[src/rtl/serial_adder_nb.sv]
// serial_adder_nb: bit-serial add/subtract unit, one result bit per clock, LSB first.
// A single full-adder slice and a carry flop process WIDTH bits. start/busy/done
// handshake; sum, cout and signed overflow are loaded only when the last bit is
// produced, so they never show partial values.
// Optional build macro: SERIAL_ADD_SAT_EN -- when defined, an overflowing result
// saturates to the signed limit (cout/overflow still report the raw values).
// Reset is asynchronous and active-high.

module serial_adder_nb #(
    parameter int WIDTH = 8
) (
    input  logic             clk,
    input  logic             reset,
    input  logic             start,
    input  logic [WIDTH-1:0] a,
    input  logic [WIDTH-1:0] b,
    input  logic             cin,
    input  logic             sub,
    output logic             busy,
    output logic             done,
    output logic [WIDTH-1:0] sum,
    output logic             cout,
    output logic             overflow
);

    // Counter wide enough to reach WIDTH-1; at least one bit for WIDTH=1.
    localparam int CW = (WIDTH > 1) ? $clog2(WIDTH) : 1;
    localparam logic [CW-1:0] LAST_BIT = CW'(WIDTH - 1);

    typedef enum logic [1:0] {
        IDLE = 2'd0,
        RUN  = 2'd1,
        DONE = 2'd2
    } state_t;

    state_t           state_q, state_d;
    // Operand A doubles as the partial-result register: each RUN edge consumes
    // its LSB and shifts the new sum bit into the vacated MSB, so after WIDTH
    // edges the register holds the complete result.
    logic [WIDTH-1:0] opa_q, opa_d;
    logic [WIDTH-1:0] opb_q, opb_d;
    logic             carry_q, carry_d;
    logic [CW-1:0]    cnt_q, cnt_d;
    logic [WIDTH-1:0] sum_q, sum_d;
    logic             cout_q, cout_d;
    logic             ovf_q, ovf_d;
`ifdef SERIAL_ADD_SAT_EN
    // Sign of operand A, needed for the saturation direction after A has been
    // shifted out.
    logic             asign_q, asign_d;
`endif

    // Full-adder slice over the current LSBs and the carry flop.
    logic             s_bit;
    logic             carry_next;
    logic [WIDTH-1:0] opa_shift;
    logic [WIDTH-1:0] opb_shift;

    assign s_bit      = opa_q[0] ^ opb_q[0] ^ carry_q;
    assign carry_next = (opa_q[0] & opb_q[0]) | (opa_q[0] & carry_q) | (opb_q[0] & carry_q);

    // Right shifts; a one-bit register has nothing to shift down.
    generate
        if (WIDTH == 1) begin : g_shift_w1
            assign opa_shift = s_bit;
            assign opb_shift = 1'b0;
        end else begin : g_shift_wn
            assign opa_shift = {s_bit, opa_q[WIDTH-1:1]};
            assign opb_shift = {1'b0, opb_q[WIDTH-1:1]};
        end
    endgenerate

    // Next-state, datapath and result computation.
    always_comb begin
        state_d = state_q;
        opa_d   = opa_q;
        opb_d   = opb_q;
        carry_d = carry_q;
        cnt_d   = cnt_q;
        sum_d   = sum_q;
        cout_d  = cout_q;
        ovf_d   = ovf_q;
`ifdef SERIAL_ADD_SAT_EN
        asign_d = asign_q;
`endif

        case (state_q)
            IDLE: begin
                if (start) begin
                    // Subtraction is A + ~B + 1.
                    opa_d   = a;
                    opb_d   = sub ? ~b : b;
                    carry_d = sub ? 1'b1 : cin;
                    cnt_d   = '0;
`ifdef SERIAL_ADD_SAT_EN
                    asign_d = a[WIDTH-1];
`endif
                    state_d = RUN;
                end
            end

            RUN: begin
                opa_d   = opa_shift;
                opb_d   = opb_shift;
                carry_d = carry_next;
                cnt_d   = cnt_q + CW'(1);
                if (cnt_q == LAST_BIT) begin
                    // carry_q is the carry into the MSB on this final edge.
                    cout_d  = carry_next;
                    ovf_d   = carry_q ^ carry_next;
`ifdef SERIAL_ADD_SAT_EN
                    if (carry_q ^ carry_next) begin
                        sum_d = asign_q ? {1'b1, {(WIDTH-1){1'b0}}}
                                        : {1'b0, {(WIDTH-1){1'b1}}};
                    end else begin
                        sum_d = opa_shift;
                    end
`else
                    sum_d   = opa_shift;
`endif
                    state_d = DONE;
                end
            end

            DONE: begin
                state_d = IDLE;
            end

            default: begin
                state_d = IDLE;
            end
        endcase
    end

    // State, datapath and result registers with asynchronous clear.
    always_ff @(posedge clk or posedge reset) begin
        if (reset) begin
            state_q <= IDLE;
            opa_q   <= '0;
            opb_q   <= '0;
            carry_q <= 1'b0;
            cnt_q   <= '0;
            sum_q   <= '0;
            cout_q  <= 1'b0;
            ovf_q   <= 1'b0;
`ifdef SERIAL_ADD_SAT_EN
            asign_q <= 1'b0;
`endif
        end else begin
            state_q <= state_d;
            opa_q   <= opa_d;
            opb_q   <= opb_d;
            carry_q <= carry_d;
            cnt_q   <= cnt_d;
            sum_q   <= sum_d;
            cout_q  <= cout_d;
            ovf_q   <= ovf_d;
`ifdef SERIAL_ADD_SAT_EN
            asign_q <= asign_d;
`endif
        end
    end

    assign busy     = (state_q == RUN);
    assign done     = (state_q == DONE);
    assign sum      = sum_q;
    assign cout     = cout_q;
    assign overflow = ovf_q;

endmodule

[config.mk]
export PLATFORM = sky130hd
export DESIGN_NAME = serial_adder_nb
export DESIGN_NICKNAME = d
export VERILOG_FILES = /design/src/rtl/serial_adder_nb.sv
export SDC_FILE = /design/constraint.sdc
export NUM_CORES = 1
export LEC_CHECK = 0
export ABC_AREA = 1
export ABC_CLOCK_PERIOD_IN_PS = 3200
export BUFFER_PORTS_ARGS = -buffer_cell sky130_fd_sc_hd__clkbuf_2
export CELL_PAD_IN_SITES_DETAIL_PLACEMENT = 2
export CELL_PAD_IN_SITES_GLOBAL_PLACEMENT = 2
export CORE_ASPECT_RATIO = 0.6
export CORE_UTILIZATION = 33
export DETAILED_ROUTE_END_ITERATION = 16
export HOLD_SLACK_MARGIN = 0.06
export PLACE_DENSITY_LB_ADDON = 0.1
export SLEW_MARGIN = 20
export SYNTH_ARGS = -nofsm -noshare
export SYNTH_HDL_FRONTEND = slang
export SYNTH_SLANG_ARGS = --single-unit
[constraint.sdc]
create_clock -name clk -period 3.2 [get_ports clk]
set_clock_uncertainty 0.15 [all_clocks]
set_input_delay 0.64 -clock clk [delete_from_list [all_inputs] [get_ports clk]]
set_output_delay 0.64 -clock clk [all_outputs]
set_load 0.01 [all_outputs]
==> impl_metrics.env <==
export IMPL_maxClockFrequency_ghz=0.426
export IMPL_cts_htree_levels=2
export IMPL_required_ns=2.41
export IMPL_postRouteWirelength_um=4300
export IMPL_path_clk_slew_ns=0.07
export IMPL_grt_overflow_total=0
export IMPL_fin_crit_ns=2.35
export IMPL_dp_hpwl_um=3150
export IMPL_cts_sinks=32
export IMPL_startpoint_type="register"
export IMPL_grt_first_pass_wirelength_um=6870
export IMPL_drt_iter0_markers=24
export IMPL_synth_top_family_by_area="simple AND/OR/NAND/NOR gates"
export IMPL_fp_dieArea_sq_um=4970
export IMPL_antenna_cells=0
export IMPL_yosys_area_share_simple_pct=37.0
export IMPL_grt_max_degree=33
export IMPL_p_sw_mw=0.718
export IMPL_synth_seq_cells=32
export IMPL_muxShareOfSynthArea_pct=0
export IMPL_relSlewSlack_pct=47.5
export IMPL_synth_compound_area_share_pct=0.810
export IMPL_nets=252
export IMPL_syn_avg_cell_area_sq_um=7.88
export IMPL_gp_congestion=0.718
export IMPL_cp_arrival_ns=1.56
export IMPL_via_per_inst=4.83
export IMPL_postCtsHoldBufs=0
export IMPL_path_class="reg -> out"
export IMPL_endpoint_kind="primary output"
export IMPL_cts_made_buffers=5
export IMPL_rsz0062_at_grt="false"
export IMPL_io_buffers=32
export IMPL_cts_tree="yes"
export IMPL_hold_viol=0
export IMPL_p_clk_share_pct=18.6
export IMPL_grt_usage_pct=18.3
export IMPL_yosysUniqueCellTypes=16
export IMPL_coreArea_sq_um=4300
export IMPL_die_x_um=90.3
export IMPL_critPathMaxFanout=23
export IMPL_powerDensity_nw_per_um2=931
export IMPL_maxCapViolCount=0
export IMPL_min_path_type="in -> async"
export IMPL_routed_via_count=1395
export IMPL_p_leak_nw=1.03
export IMPL_initial_core_util_pct=35.9
export IMPL_drc=0
export IMPL_status="finished, final reports clean"
export IMPL_synth_fa_ha_area_share_pct=2.92
export IMPL_fin_crit_sh_pct=73.3
export IMPL_fp_row_count=18
export IMPL_synthesis_area_sq_um=1540
export IMPL_firstDrtPassIters=4
export IMPL_drive_gt1_share_pct=20.1
export IMPL_cts_setup_buffers=0
export IMPL_total_power_mw=1.71
export IMPL_tightest_slew_ns=0.785
export IMPL_antenna_left=0
export IMPL_p_comb_share_pct=39.7
export IMPL_yosysWarnings=0
export IMPL_routedWlPerCell_um=14.9
export IMPL_switching_share_pct=42.1
export IMPL_setup_violations=0
export IMPL_syn_inst=196
export IMPL_p_int_mw=0.988
export IMPL_tns_ns=0
export IMPL_syn_to_final_growth_pct=18.6
export IMPL_final_util_pct=42.6
export IMPL_synth_fp_nets=220
export IMPL_slew_violations=0
export IMPL_synth_seq_area_share_pct=51.9
export IMPL_p_seq_share_pct=41.7
export IMPL_cts_root_buf="clkbuf_8"
export IMPL_grt_pass1_vias=1414
export IMPL_ios=33
export IMPL_cts_resized=0
export IMPL_synthXorXnorAreaFrac_pct=1.13
export IMPL_clock_latency_ns=0.28
export IMPL_irDropWorstVdd_uv=361
export IMPL_fp_dieH_um=55.0
export IMPL_antenna_found_initial=0
export IMPL_cts_buffer_depth=2
==> layout make-up <==
cell class / instances / area, sq um
multi-input cells: 143 / 647
clock buffers: 8 / 90.1
fillers: 520 / 2470
repair buffers: 33 / 168
well taps: 60 / 75.1
flip-flops and latches: 32 / 801
inverters: 13 / 51.3
==> final timing paths <==
path,from,to,slack (ns),cells after the start
hold reg to reg,sum[3]$_DFFE_PP0P_,sum[3]$_DFFE_PP0P_,0.32,2
hold / removal,reset,overflow$_DFFE_PP0P_,0.27,3
max in group asynchronous,reset,opb_q[7]$_DFFE_PP0P_,2.32,3
setup reg to reg,state_q[1]$_DFFE_PP0P_,opb_q[0]$_DFFE_PP0P_,1.27,5
min in group clk,sum[3]$_DFFE_PP0P_,sum[3]$_DFFE_PP0P_,0.32,2
setup / recovery,state_q[1]$_DFFE_PP0P_,busy,0.85,4
==> cell usage after synthesis (all sizes together) <==
library cell	instances	area share [%]
nand2	88	22
nand3	43	14
dfrtp	32	52
inv	13	3.3
buf	8	2.9
nor2	5	1.5
ha	2	1.6
xor2	2	1.1
a21boi	1	0.49
a21oi	1	0.32
fa	1	1.3
==> flip-flops by register name, indices dropped and copies added (netlist names) <==
register,cells
overflow,1
opb_q,8
sum,8
state_q,2
carry_q,1
cnt_q,3
opa_q,8
cout,1
==> layout by cell type (no fill, tap or decap) <==
master    count
a21oi_1       1
clkbuf_2     32
clkbuf_8      6
dfrtp_1      32
nand2_1      87
nand3_1      43
clkbuf_1      2
fa_1          1
nor2_1        3
buf_4         1
ha_1          2
inv_1         9
xor2_1        2
inv_4         1
inv_2         3
nand2_2       1
nor2_2        2
a21boi_1      1
==> metrics by stage <==
step	instances	worst slack (ns)	area [sq um]	hold WS, ns
after floorplan	196	1.61	1540	0.300
after global placement	281	1.09	1740	0.303
after detailed placement	281	0.932	1740	0.311
after CTS	289	0.846	1830	0.288
after global routing	289	0.749	1830	0.316
final	289	0.855	1830	0.272
==> cells by family after synthesis <==
| kind of cell | count (synthesis) |
|---|---|
| DFF | 32 |
| buffers and inverters | 21 |
| xor gates and xnor gates | 2 |
| AOI/OAI and AO/OA | 2 |
| and+or+nand+nor | 136 |
| adders and majority gates | 3 |
==> per-layer routing <==
layer,wire length (um),share of wire [%],global-route usage (%),up-vias
met5,0,0,0,-
li1,-,-,-,685
met3,124,2.9,4.10,2
met1,2250,52,24.9,688
met4,7,0.16,4.03,0
met2,1920,45,30.8,20
==> power groups by stage <==
stage,registers (mW),clock network (mW),logic [mW]
after floorplan,0.707,0,0.463
after global placement,0.704,0,0.637
after detailed placement,0.716,0,0.693
after CTS,0.712,0.325,0.697
after global routing,0.731,0.341,0.776
final,0.711,0.317,0.678
==> worst max-delay path, stage by stage (launching register included) <==
cell,delay (ns)
dfrtp_1,0.41
inv_2,0.10
nand2_2,0.28
inv_4,0.31
clkbuf_2,0.18
No activity file was read; power rests on OpenSTA's default activity.
